[src/rtl/adder_arbiter.sv]
// -----------------------------------------------------------------------------
// adder_arbiter
//   Round-robin arbiter in front of a single saturating unsigned adder.
//   N requesters each present an operand pair (x, y); one is granted, its
//   operands are captured, the sum is computed one cycle later and held as a
//   response until the consumer accepts it.  One operation is in flight at a
//   time, so throughput is at most one operation every three cycles.
//
//   Handshakes (both sides): a transfer happens in a cycle where valid and
//   ready are both high at the rising edge of clk_i.  On the request side
//   req_ready_o is a combinational one-hot grant that exists only in IDLE.
//   On the response side rsp_valid_o is high only in RESP, and the payload
//   (rsp_id_o, sum_o, of_o) stays stable until rsp_ready_i is seen high.
//
// Ports
//   clk_i        : clock, rising edge
//   rst_ni       : asynchronous active-low reset
//   req_valid_i  : [N]    per-requester request
//   req_ready_o  : [N]    one-hot grant/accept
//   x_i, y_i     : [N*W]  requester k operands in bits [k*W +: W]
//   rsp_valid_o  : result available
//   rsp_ready_i  : consumer accepts result
//   rsp_id_o     : [clog2(N)] owner of the result
//   sum_o        : [W]    saturated sum
//   of_o         : overflow (carry out) flag for sum_o
//   dbg_state_o  : [2]    current FSM state, for observation only
// -----------------------------------------------------------------------------
module adder_arbiter #(
   parameter int W = 8,
   parameter int N = 4
) (
   input  logic                   clk_i,
   input  logic                   rst_ni,
   input  logic [N-1:0]           req_valid_i,
   output logic [N-1:0]           req_ready_o,
   input  logic [N*W-1:0]         x_i,
   input  logic [N*W-1:0]         y_i,
   output logic                   rsp_valid_o,
   input  logic                   rsp_ready_i,
   output logic [$clog2(N)-1:0]   rsp_id_o,
   output logic [W-1:0]           sum_o,
   output logic                   of_o,
   output logic [1:0]             dbg_state_o
);

   localparam int IW = $clog2(N);

   typedef enum logic [1:0] {
      ST_IDLE = 2'd0,
      ST_CALC = 2'd1,
      ST_RESP = 2'd2
   } state_t;

   state_t          r_state;
   state_t          w_state_nxt;

   logic [IW-1:0]   r_ptr;       // highest-priority requester for next grant
   logic [IW-1:0]   r_gid;       // id captured at accept
   logic [W-1:0]    r_x;
   logic [W-1:0]    r_y;
   logic [IW-1:0]   r_rsp_id;    // id published with the response
   logic [W-1:0]    r_sum;
   logic            r_of;

   logic            w_any;
   logic [IW-1:0]   w_gnt;
   logic [N-1:0]    w_req_ready;
   logic            w_accept;
   logic            w_rsp_hs;
   logic [W:0]      w_sum;

   // Round-robin pick: scan offsets from the highest down so that the
   // smallest offset from r_ptr with a pending request is written last.
   always_comb begin
      w_any = 1'b0;
      w_gnt = '0;
      for (int i = N - 1; i >= 0; i--) begin
         if (req_valid_i[(int'(r_ptr) + i) % N]) begin
            w_any = 1'b1;
            w_gnt = IW'((int'(r_ptr) + i) % N);
         end
      end
   end

   // Next state and handshake decode.
   always_comb begin
      w_state_nxt = r_state;
      w_req_ready = '0;
      w_accept    = 1'b0;
      w_rsp_hs    = 1'b0;
      case (r_state)
         ST_IDLE: begin
            if (w_any) begin
               // The grant only goes to a requester whose valid is high,
               // so a raised grant is always an accept.
               w_req_ready[w_gnt] = 1'b1;
               w_accept           = 1'b1;
               w_state_nxt        = ST_CALC;
            end
         end
         ST_CALC: begin
            w_state_nxt = ST_RESP;
         end
         ST_RESP: begin
            if (rsp_ready_i) begin
               w_rsp_hs    = 1'b1;
               w_state_nxt = ST_IDLE;
            end
         end
         default: begin
            w_state_nxt = ST_IDLE;
         end
      endcase
   end

   always_ff @(posedge clk_i or negedge rst_ni) begin
      if (!rst_ni) begin
         r_state <= ST_IDLE;
      end else begin
         r_state <= w_state_nxt;
      end
   end

   assign w_sum = {1'b0, r_x} + {1'b0, r_y};

   always_ff @(posedge clk_i or negedge rst_ni) begin
      if (!rst_ni) begin
         r_ptr    <= '0;
         r_gid    <= '0;
         r_x      <= '0;
         r_y      <= '0;
         r_rsp_id <= '0;
         r_sum    <= '0;
         r_of     <= 1'b0;
      end else begin
         if (w_accept) begin
            r_x   <= x_i[w_gnt*W +: W];
            r_y   <= y_i[w_gnt*W +: W];
            r_gid <= w_gnt;
         end
         // Result registers (including the id) update only here, so the
         // previous response stays visible through IDLE and CALC.
         if (r_state == ST_CALC) begin
            r_rsp_id <= r_gid;
            if (w_sum[W]) begin
               r_sum <= '1;
               r_of  <= 1'b1;
            end else begin
               r_sum <= w_sum[W-1:0];
               r_of  <= 1'b0;
            end
         end
         if (w_rsp_hs) begin
            r_ptr <= (r_rsp_id == IW'(N - 1)) ? '0 : r_rsp_id + 1'b1;
         end
      end
   end

   assign req_ready_o = w_req_ready;
   assign rsp_valid_o = (r_state == ST_RESP);
   assign rsp_id_o    = r_rsp_id;
   assign sum_o       = r_sum;
   assign of_o        = r_of;
   assign dbg_state_o = r_state;

endmodule

[config.mk]
export PLATFORM = sky130hd
export DESIGN_NAME = adder_arbiter
export DESIGN_NICKNAME = d
export VERILOG_FILES = /design/src/rtl/adder_arbiter.sv
export SDC_FILE = /design/constraint.sdc
export NUM_CORES = 1
export LEC_CHECK = 0
export CORE_ASPECT_RATIO = 1.2
export CORE_UTILIZATION = 48
export CTS_BUF_LIST = sky130_fd_sc_hd__clkbuf_2 sky130_fd_sc_hd__clkbuf_4 sky130_fd_sc_hd__clkbuf_8
export CTS_CLUSTER_SIZE = 20
export DETAILED_ROUTE_END_ITERATION = 12
export HOLD_SLACK_MARGIN = 0.08
export PLACE_DENSITY = 0.88
export SLEW_MARGIN = 20
export SYNTH_ARGS = -nofsm -noshare
export SYNTH_HDL_FRONTEND = slang
export SYNTH_SLANG_ARGS = --single-unit
[constraint.sdc]
create_clock -name clk_i -period 5.25 [get_ports clk_i]
set_input_delay 1.05 -clock clk_i [delete_from_list [all_inputs] [get_ports clk_i]]
set_output_delay 1.05 -clock clk_i [all_outputs]
set_load 0.03 [all_outputs]
==> summary.txt <==
Setup path
  • Worst reg-to-reg path cell count: 7
  • Required time worst endpoint: 4.20 ns
  • CP arrival: 3.25 ns
  • Critical path startpoint category: input pin
  • Crit path kind: in -> out
  • Crit. End Element: output port
  • Maximum fanout along the worst path: 17

STA
  • Worst slew pin tran: 0.721 ns
  • Max transition margin: 0.518
  • Clock skew: 0.00536 ns
  • Final Hold Violating Endpoints: 0
  • Max Clk Rate: 0.232 GHz
  • RSZ-0062 raised after global routing: no
  • Post-route clock period utilization: 0.820
  • Final TNS setup: 0 ns
  • Final Critical Period: 4.30 ns
  • Final max-slew violation count: 0
  • Final setup fails: 0

Route
  • Via count: 2103
  • DRT Pass-1 Iters: 4
  • Routed len/inst: 14.9 um
  • Initial DRC count: 76
  • Vias per Instance: 5.61
  • DRC Markers: 0
  • Antenna viol nets, final: 0
  • Total wire length: 5.58 mm

Place
  • Port buffer count: 88
  • DP HPWL: 4.32 mm
  • Placer Congestion: 0.807
  • Placed cell area: 0.00313 sq mm

CTS
  • Maximum clock insertion buffer count: 2
  • Post-CTS sizing: 0
  • Total CTS buffers: 5
  • Post-CTS Setup Bufs: 0
  • Worst-Skew Late Latency: 0.29 ns
  • CTS tree: built
  • CTS Hold Bufs: 0
  • H-tree depth: 2
  • Clock transition at path regs: 0.06 ns
  • CTS Root Cell: clkbuf_8
  • Clock sink count: 33

Global routing
  • Largest net degree at the start of global routing: 37
  • GR Overflow Total: 0
  • GRT Util Overall: 0.247
  • Initial antenna violation count: 0
  • First-pass GRT wire length: 9.35 mm
  • Vias in the first global route: 2093

Finish
  • Antenna cells: 0
  • Layout net count: 400
  • Fin util: 0.745
  • Syn-to-layout area delta: 46.3%
  • Fraction of layout instances using a drive strength above 1: 0.0564
  • Final Cell Area: 0.00322 sq mm

Logic synthesis
  • Yosys cell types: 38
  • FFs w/ async S/R, synth: 1.00
  • #FFs+latches synth: 33
  • Post-synth EDFFs: 0
  • Yosys warning count: 0
  • Post-Syn Area: 0.00220 sq mm
  • Top cells by area, synth: dfrtp_1 (37%), mux2i_1 (7.7%), o21a_1 (6.5%)
  • Main flop type after synthesis: dfrtp_1
  • Syn nets: 313
  • Seq/Total Area, Yosys: 0.375
  • Synth top area share: 0.375
  • Post-synth top area cell: dfrtp_1
  • Mapped Cells: 232
  • Synthesized area per cell: 9.50 sq um

Floorplanning
  • Die width: 63.9 um
  • I/O Pins: 89
  • Die extent in y: 76.2 um
  • Row count: 26
  • Die area: 0.00487 sq mm
  • Core box area: 0.00433 sq mm
  • Initial Utilization: 0.510

Flow run
  • Max_cap viols: 0

Run status
  • Outcome: finished, final reports clean

Pwr
  • Leakage: 1.36 nW
  • Pwr/cell area: 548 mW/mm^2
  • Worst-case vdd ir drop: 0.000207 V
  • Total power: 1.77 mW

Hold path
  • Worst hold-check path type: reg -> reg
  • Hold Path Depth: 1
[metrics by stage]
step	setup WS, ns	instances	hold slack, ns
2_1_floorplan	1.71	232	0.439
3_3_place_gp	0.995	368	0.463
3_5_place_dp	0.950	368	0.466
4_1_cts	0.936	375	0.499
5_1_grt	0.842	375	0.526
6_report	0.946	375	0.488
[cell type report]
cell class | instances | area [sq um]
inverter | 3 | 11.3
tap | 56 | 70.1
sequential | 33 | 826
multi-input combinational | 181 | 1290
timing repair buffer | 95 | 933
fill | 318 | 1100
clock buffer | 7 | 90.1
[path summary, 6_finish.rpt]
check	startpoint	endpoint	slack [ns]
max	req_valid_i[3]	req_ready_o[1]	0.95
max in group asynchronous	rst_ni	dbg_state_o[1]$_DFFE_PN0P_	3.78
min in group asynchronous	rst_ni	r_x[1]$_DFFE_PN0P_	1.18
min	of_o$_DFFE_PN0N_	of_o$_DFFE_PN0N_	0.49
max reg2reg	r_x[0]$_DFFE_PN0P_	sum_o[1]$_DFFE_PN0N_	2.79
min reg2reg	of_o$_DFFE_PN0N_	of_o$_DFFE_PN0N_	0.49
[kinds of logic after synthesis]
kind of cell             share of synthesized area
adder cells (fa/ha/maj)                     0.0602
AO/OA/AOI/OAI                                0.270
flip-flops                                   0.375
XOR/XNOR                                    0.0159
buffers and inverters                       0.0386
multiplexers                                0.0823
AND/OR/NAND/NOR                              0.159
[cell usage in the layout (no fill, tap or decap)]
| cell type | synthesis | layout |
|---|---|---|
| o21bai_1 | 1 | 1 |
| nor3b_1 | 17 | 17 |
| clkbuf_4 | 0 | 1 |
| a311oi_1 | 1 | 1 |
| o2bb2ai_2 | 1 | 1 |
| fa_1 | 1 | 1 |
| a21oi_1 | 5 | 5 |
| a21o_1 | 2 | 2 |
| clkbuf_8 | 0 | 6 |
| and3_1 | 1 | 1 |
| dfrtp_1 | 33 | 33 |
| buf_4 | 0 | 7 |
| o31ai_1 | 1 | 1 |
| nor2b_1 | 3 | 3 |
| mux2_2 | 1 | 1 |
| or3_1 | 1 | 1 |
| a31o_1 | 1 | 1 |
| o21ai_0 | 17 | 17 |
| a211oi_1 | 3 | 3 |
| nand2b_1 | 4 | 4 |
| xor2_1 | 2 | 2 |
| clkdlybuf4s50_1 | 0 | 88 |
| o21ai_1 | 2 | 2 |
| a211o_1 | 3 | 3 |
| a311o_1 | 1 | 1 |
| nor4b_1 | 1 | 1 |
| o21a_1 | 19 | 19 |
| inv_1 | 2 | 2 |
| nand2_1 | 29 | 29 |
| xnor2_1 | 2 | 2 |
| a21oi_2 | 1 | 1 |
| or2_1 | 1 | 1 |
| ha_1 | 9 | 9 |
| inv_2 | 1 | 1 |
| o221ai_1 | 16 | 16 |
| o22a_1 | 7 | 7 |
| mux2i_1 | 17 | 17 |
| nor3_1 | 1 | 1 |
| nor2_1 | 10 | 10 |
[metal layers]
metal / global-route usage / up-vias / wire length [um]
met1: 0.306 / 966 / 2330
li1: - / 1044 / -
met2: 0.411 / 77 / 2830
met3: 0.0269 / 16 / 223
met4: 0.139 / 0 / 199
met5: 0 / - / 0
[registers in the layout (all words and copies together) (netlist names)]
| name | count |
|---|---|
| sum_o | 8 |
| dbg_state_o | 2 |
| r_ptr | 2 |
| r_gid | 2 |
| rsp_id_o | 2 |
| r_y | 8 |
| of_o | 1 |
| r_x | 8 |
[where the power goes]
group | switching, mW | internal (mW) | leakage (nW) | total [mW]
clock network | 0.0849 | 0.109 | 0.0477 | 0.194
registers | 0.0955 | 0.381 | 0.396 | 0.477
logic | 0.594 | 0.503 | 0.912 | 1.10
[cells in the mapped netlist, drive strengths merged, types with 3 or more instances]
cell / count
dfrtp: 33
nand2: 29
o21a: 19
o21ai: 19
mux2i: 17
nor3b: 17
o221ai: 16
clkbuf: 11
nor2: 10
ha: 9
o22a: 7
a21oi: 6
buf: 4
nand2b: 4
a211o: 3
a211oi: 3
inv: 3
nor2b: 3
[critical path: stages]
cell	delay (ns)
clkdlybuf4s50_1	0.47
nand2b_1	0.17
a211oi_1	0.32
nor2_1	0.13
buf_4	0.20
nor3_1	0.21
clkdlybuf4s50_1	0.70
No activity file was read; power rests on OpenSTA's default activity.
